[src/rtl/sigmoid_pkg.sv]
// Shared types and Q8.8 constants for the sigmoid activation blocks.
// Imported by the core, the request interface users and the arbiter.
package sigmoid_pkg;

   typedef logic [15:0] q8_8_t;

   typedef enum logic [1:0] {
      IDLE,
      CALC,
      RESP
   } state_t;

   localparam q8_8_t Q_ONE  = 16'h0100;
   localparam q8_8_t Q_HALF = 16'h0080;

endpackage

[src/rtl/sigmoid_req_arbiter_if.sv]
// Request/response bundle between the activation requesters and the
// shared sigmoid arbiter; master is the requester side.
interface sigmoid_req_arbiter_if #(
   parameter int NUM_REQ = 4
) ();

   logic [NUM_REQ-1:0]    req_valid;
   logic [NUM_REQ-1:0]    req_ready;
   logic [NUM_REQ*16-1:0] req_x;
   logic [NUM_REQ-1:0]    rsp_valid;
   logic [NUM_REQ-1:0]    rsp_ready;
   logic [15:0]           rsp_y;
   logic                  busy;

   modport master (
      output req_valid, req_x, rsp_ready,
      input  req_ready, rsp_valid, rsp_y, busy
   );

   modport slave (
      input  req_valid, req_x, rsp_ready,
      output req_ready, rsp_valid, rsp_y, busy
   );

endinterface

[src/rtl/sigmoid_core.sv]
// Combinational piecewise sigmoid on Q8.8: each integer step of |x|
// halves the distance to the rail, with a linear term inside the step.
module sigmoid_core
   import sigmoid_pkg::*;
(
   input  q8_8_t x,
   output q8_8_t y
);

   q8_8_t      a;
   q8_8_t      f;
   q8_8_t      d;
   q8_8_t      h;
   logic [7:0] n;
   logic [7:0] frac;

   always_comb begin
      // 0x8000 negates to itself, which lands in the saturated range
      a    = x[15] ? (16'd0 - x) : x;
      n    = a[15:8];
      frac = a[7:0];
      f    = {8'd0, frac >> 2};
      d    = Q_HALF - f;
      h    = (n >= 8'd8) ? 16'd0 : (d >> n[2:0]);
      y    = x[15] ? h : (Q_ONE - h);
   end

endmodule

[src/rtl/sigmoid_req_arbiter.sv]
// Round-robin arbiter sharing one sigmoid_core between NUM_REQ
// requesters, one operand in flight at a time.
module sigmoid_req_arbiter
   import sigmoid_pkg::*;
#(
   parameter int NUM_REQ = 4
) (
   input  logic                 clk,
   input  logic                 rst_n,
   sigmoid_req_arbiter_if.slave bus
);

   localparam int IW = $clog2(NUM_REQ);
   typedef logic [IW-1:0] idx_t;

   state_t             state;
   idx_t               rr_ptr;
   idx_t               gnt_q;
   idx_t               win;
   logic               found;
   int                 j;
   q8_8_t              x_q;
   q8_8_t              y_q;
   q8_8_t              core_y;
   logic [NUM_REQ-1:0] rsp_valid_q;
   logic               busy_q;

   // First valid requester at or above rr_ptr, wrapping
   always_comb begin
      found = 1'b0;
      win   = '0;
      j     = 0;
      for (int k = 0; k < NUM_REQ; k++) begin
         j = int'(rr_ptr) + k;
         if (j >= NUM_REQ) j = j - NUM_REQ;
         if (!found && bus.req_valid[j]) begin
            found = 1'b1;
            win   = idx_t'(j);
         end
      end
   end

   always_comb begin
      bus.req_ready = '0;
      if (state == IDLE && found) bus.req_ready[win] = 1'b1;
   end

   assign bus.rsp_valid = rsp_valid_q;
   assign bus.rsp_y     = y_q;
   assign bus.busy      = busy_q;

   sigmoid_core u_core (
      .x (x_q),
      .y (core_y)
   );

   always_ff @(posedge clk or negedge rst_n) begin
      if (!rst_n) begin
         state       <= IDLE;
         rr_ptr      <= '0;
         gnt_q       <= '0;
         x_q         <= '0;
         y_q         <= '0;
         rsp_valid_q <= '0;
         busy_q      <= 1'b0;
      end else begin
         unique case (state)
            IDLE: begin
               if (found) begin
                  x_q    <= bus.req_x[16*int'(win) +: 16];
                  gnt_q  <= win;
                  busy_q <= 1'b1;
                  state  <= CALC;
               end
            end
            CALC: begin
               y_q                <= core_y;
               rsp_valid_q        <= '0;
               rsp_valid_q[gnt_q] <= 1'b1;
               state              <= RESP;
            end
            RESP: begin
               if (bus.rsp_ready[gnt_q]) begin
                  rr_ptr      <= (gnt_q == idx_t'(NUM_REQ-1)) ?
                                 '0 : gnt_q + 1'b1;
                  rsp_valid_q <= '0;
                  busy_q      <= 1'b0;
                  state       <= IDLE;
               end
            end
            default: state <= IDLE;
         endcase
      end
   end

endmodule

[src/flat_wrapper.sv]
// flat-port wrapper written by rule: the top's interface ports become plain ports
module sigmoid_req_arbiter_flat import sigmoid_pkg::*;
#(
   parameter int NUM_REQ = 4
)
  (clk, rst_n, bus_req_valid, bus_req_x, bus_rsp_ready, bus_req_ready, bus_rsp_valid, bus_rsp_y, bus_busy);
  sigmoid_req_arbiter_if #(.NUM_REQ(NUM_REQ)) bus_i ();
  input  logic clk;
  input  logic rst_n;
  input wire logic [$bits(bus_i.req_valid)-1:0] bus_req_valid;
  input wire logic [$bits(bus_i.req_x)-1:0] bus_req_x;
  input wire logic [$bits(bus_i.rsp_ready)-1:0] bus_rsp_ready;
  output wire logic [$bits(bus_i.req_ready)-1:0] bus_req_ready;
  output wire logic [$bits(bus_i.rsp_valid)-1:0] bus_rsp_valid;
  output wire logic [$bits(bus_i.rsp_y)-1:0] bus_rsp_y;
  output wire logic [$bits(bus_i.busy)-1:0] bus_busy;
  assign bus_i.req_valid = bus_req_valid;
  assign bus_i.req_x = bus_req_x;
  assign bus_i.rsp_ready = bus_rsp_ready;
  assign bus_req_ready = bus_i.req_ready;
  assign bus_rsp_valid = bus_i.rsp_valid;
  assign bus_rsp_y = bus_i.rsp_y;
  assign bus_busy = bus_i.busy;
  sigmoid_req_arbiter #(.NUM_REQ(NUM_REQ)) u_core (.clk(clk), .rst_n(rst_n), .bus(bus_i));
endmodule
[config.mk]
export PLATFORM = sky130hd
export DESIGN_NAME = sigmoid_req_arbiter_flat
export DESIGN_NICKNAME = d
export VERILOG_FILES = /design/src/rtl/sigmoid_pkg.sv /design/src/rtl/sigmoid_req_arbiter_if.sv /design/src/rtl/sigmoid_core.sv /design/src/rtl/sigmoid_req_arbiter.sv /design/src/flat_wrapper.sv
export SDC_FILE = /design/constraint.sdc
export NUM_CORES = 1
export LEC_CHECK = 0
export BUFFER_PORTS_ARGS = -buffer_cell sky130_fd_sc_hd__buf_2
export CAP_MARGIN = 0
export CORE_UTILIZATION = 31
export CTS_BUF_LIST = sky130_fd_sc_hd__clkbuf_2
export DETAILED_ROUTE_END_ITERATION = 10
export PLACE_DENSITY = 0.62
export SLEW_MARGIN = 20
export SYNTH_ARGS = -nofsm -noshare
export SYNTH_HDL_FRONTEND = slang
export SYNTH_HIERARCHICAL = 1
export SYNTH_SLANG_ARGS = --single-unit
[constraint.sdc]
create_clock -name clk -period 11.15 [get_ports clk]
set_input_delay 1.6725 -clock clk [delete_from_list [all_inputs] [get_ports clk]]
set_output_delay 1.6725 -clock clk [all_outputs]
set_load 0.01 [all_outputs]
==> metrics.txt <==
Hold/Removal Path Class=reg2reg; antenna violations before repair=0; # hold bufs at CTS=0; Final period util=44.6%; # resized after CTS=0; DR WL/cell=between 10 and 15 um; CTS tree=built; r2r startpoint=u_core/x_q[15]; Critical Path Max Stage Delay=roughly 560 ps; Post-Place Worst Slack=just over 6000 ps; clk sinks=43; kind of critical path=in2out; vias per cell=5.30; Total Power=about 1.3 mW; Post-synth EDFFs=0; Final Setup Violations=0; Worst setup SP type=input port; CTS root buffer=clkbuf_2; Yosys cell types=76; vias in the first global route=between 3000 and 4000; Synth Register Bits=43; CORE AREA=~11000 um^2; Worst Slack Setup Final=slightly above 6000 ps; Die Span X=108 um; placed insts=between 500 and 600; routability cong.=about 0.85; most used cell, CP=buf_2; Worst Path Required=9480 ps; max cap viols=0; most common cell after layout, fill and taps aside=buf_2; PortBufs=98; Tot GR Track Use=between 15 and 20%; CTS clock-pin slew for the worst setup and hold paths=~200 ps; FP Rows=38; asr flop ratio synth=100%; slowest cell on the critical path=or2_1; I/O pin count=99; vias=3160; filler instances=around 1100; ANT cells=0; hpwl dp=~6400 um; Top FF cell, synth=dfrtp_1; H-tree Lvls=2; Slew Limit Fails=0; largest net degree at the start of global routing=between 40 and 50; ANT nets after route=0; Final Hold Viols=0; most frequent cells in the layout=98 x buf_2, 50 x nand2_1, 43 x dfrtp_1, 33 x mux2i_1, 21 x nor2_1; Finished Layout Cells=596; Power per Cell Area=319 nW/um^2; final hold slack=about 510 ps; Worst setup EP type=output port; beginning of the critical path=bus_req_valid[1]; Min Clock Period, post-route=between 4000 and 5000 ps; unrepaired setup endpoints after global routing=false; Core Util, Final=37.1%; Worst R2R Path Depth=16; Post-Syn Area=between 3000 and 4000 um^2; Initial Utilization=32.0%; setup TNS=0 ps; DRC Markers=0; VDD IR-drop max=roughly 0.16 mV; Syn Inst Count=around 370; CP Max Fanout=21; worst-margin pin slew=929 ps; Yosys warning count=6; Critical Path AT=about 3300 ps; detailed router's first-iteration violation count=164; P_leak=between 1.5 and 2 nW; final instance area=4050 um^2; critical path cell sequence=buf_2 -> nor4_1 -> or3_4 -> or2_1 -> nor2b_1 -> buf_2; reg-to-reg slack, setup=about 7100 ps; Syn Area/Cell=~9.4 um^2; total grt overflow=0; slew margin rel.=between 30% and 40%; Cells on Worst Hold Path=2; die outline area=~12000 um^2; f_max=approximately 0.2 GHz; Worst-Skew Late Latency=a little under 400 ps; status=finished, final reports clean; Die H=between 100 and 150 um; worst r2r dst=u_core/bus.rsp_y[4]; DR pass1 iterations=4; share of layout cells above drive strength 1=between 30 and 40%; # nets final=535; Critical Path End=bus_req_ready[2]; global-route wire length before repair=14400 um; post-synthesis sequential area ratio=between 30% and 40%; area post-placement=3980 um^2; Layout Area Growth over Synthesis=15.7%; Routed WL=roughly 8300 um; Post-CTS Setup Bufs=0; number of buffers created by CTS=5; skew final=19.7 ps; Max clock buf depth=2
-- kinds of logic (layout without fill, tap and decap cells) --
logic type,count (synthesis),count (layout),synth area share [%]
flops,43,43,30.7
other cells,1,7,0.107
fa+ha+maj,6,6,2.14
mux,52,52,16.0
compound gates,98,98,21.9
buf+inv,40,117,7.89
simple gates,115,115,16.4
xor+xnor,18,18,4.93
-- area by class of cell --
| cell class | instances | area (um^2) | area share, % |
|---|---|---|---|
| Multi-Input combinational cell | 296 | 2190 | 54.1 |
| Tap cell | 140 | 175 | 4.32 |
| Sequential cell | 43 | 1080 | 26.5 |
| Clock inverter | 3 | 43.8 | 1.08 |
| Inverter | 9 | 33.8 | 0.833 |
| Timing Repair Buffer | 100 | 505 | 12.5 |
| Clock buffer | 5 | 25.0 | 0.617 |
-- power by group --
group | switching, mW | leakage (nW) | internal [mW]
logic | 0.509 | 1.34 | 0.376
registers | 0.0929 | 0.536 | 0.224
clock network | 0.0514 | 0.0429 | 0.0380
total | 0.653 | 1.92 | 0.638
-- worst max-delay path: cells and delay by family --
kind	cells	cell delay (ps)
buffers and inverters	2	300
and+or+nand+nor	4	1330
-- how the worst min path moves through the flow --
| stage | startpoint | to | slack [ps] |
|---|---|---|---|
| 2_1_floorplan | u_core/x_q[15] | u_core/x_q[15] | 450 |
| 3_3_place_gp | u_core/bus.busy | u_core/bus.busy | 480 |
| 3_5_place_dp | u_core/bus.busy | u_core/bus.busy | 480 |
| 4_1_cts | u_core/bus.busy | u_core/bus.busy | 520 |
| 5_1_grt | u_core/bus.busy | u_core/bus.busy | 550 |
| 6_report | u_core/bus.busy | u_core/bus.busy | 510 |
-- routing by layer --
metal | vias to the layer above | share of wire [%] | global-route usage, %
li1 | 1533 | - | -
met1 | 1519 | 45 | 20.2
met2 | 98 | 49 | 25.3
met3 | 10 | 4.3 | 1.93
met4 | 0 | 1.4 | 4.83
met5 | - | 0 | 0
-- synth_stat cells (3+ instances only) --
cell / instances / area, um^2
o221ai_1: 16 / 140
o31ai_1: 3 / 22.5
a31oi_1: 4 / 25.0
dfrtp_1: 43 / 1080
or3_1: 3 / 18.8
a211oi_1: 3 / 22.5
o22ai_1: 4 / 25.0
o211ai_1: 7 / 52.6
inv_1: 7 / 26.3
nand2b_1: 3 / 18.8
clkbuf_1: 6 / 22.5
mux2_2: 17 / 191
nand2_1: 50 / 188
nor2_1: 21 / 78.8
xor2_1: 6 / 52.6
buf_4: 7 / 52.6
xnor2_1: 10 / 87.6
o21ai_0: 16 / 80.1
nor3_1: 10 / 50.1
mux2i_1: 33 / 330
buf_6: 6 / 67.6
o21bai_1: 3 / 22.5
o21a_1: 3 / 22.5
buf_2: 9 / 45.0
ha_1: 6 / 75.1
a21oi_1: 10 / 50.1
nor2b_1: 4 / 25.0
-- state kept, by name, summed over array words and instances (netlist names) --
| register | count |
|---|---|
| u_core/bus.rsp_y | 16 |
| u_core/x_q | 16 |
| u_core/rr_ptr | 2 |
| u_core/state | 2 |
| u_core/gnt_q | 2 |
| u_core/bus.busy | 1 |
| u_core/bus.rsp_valid | 4 |
(Power assumes the default switching activity.)
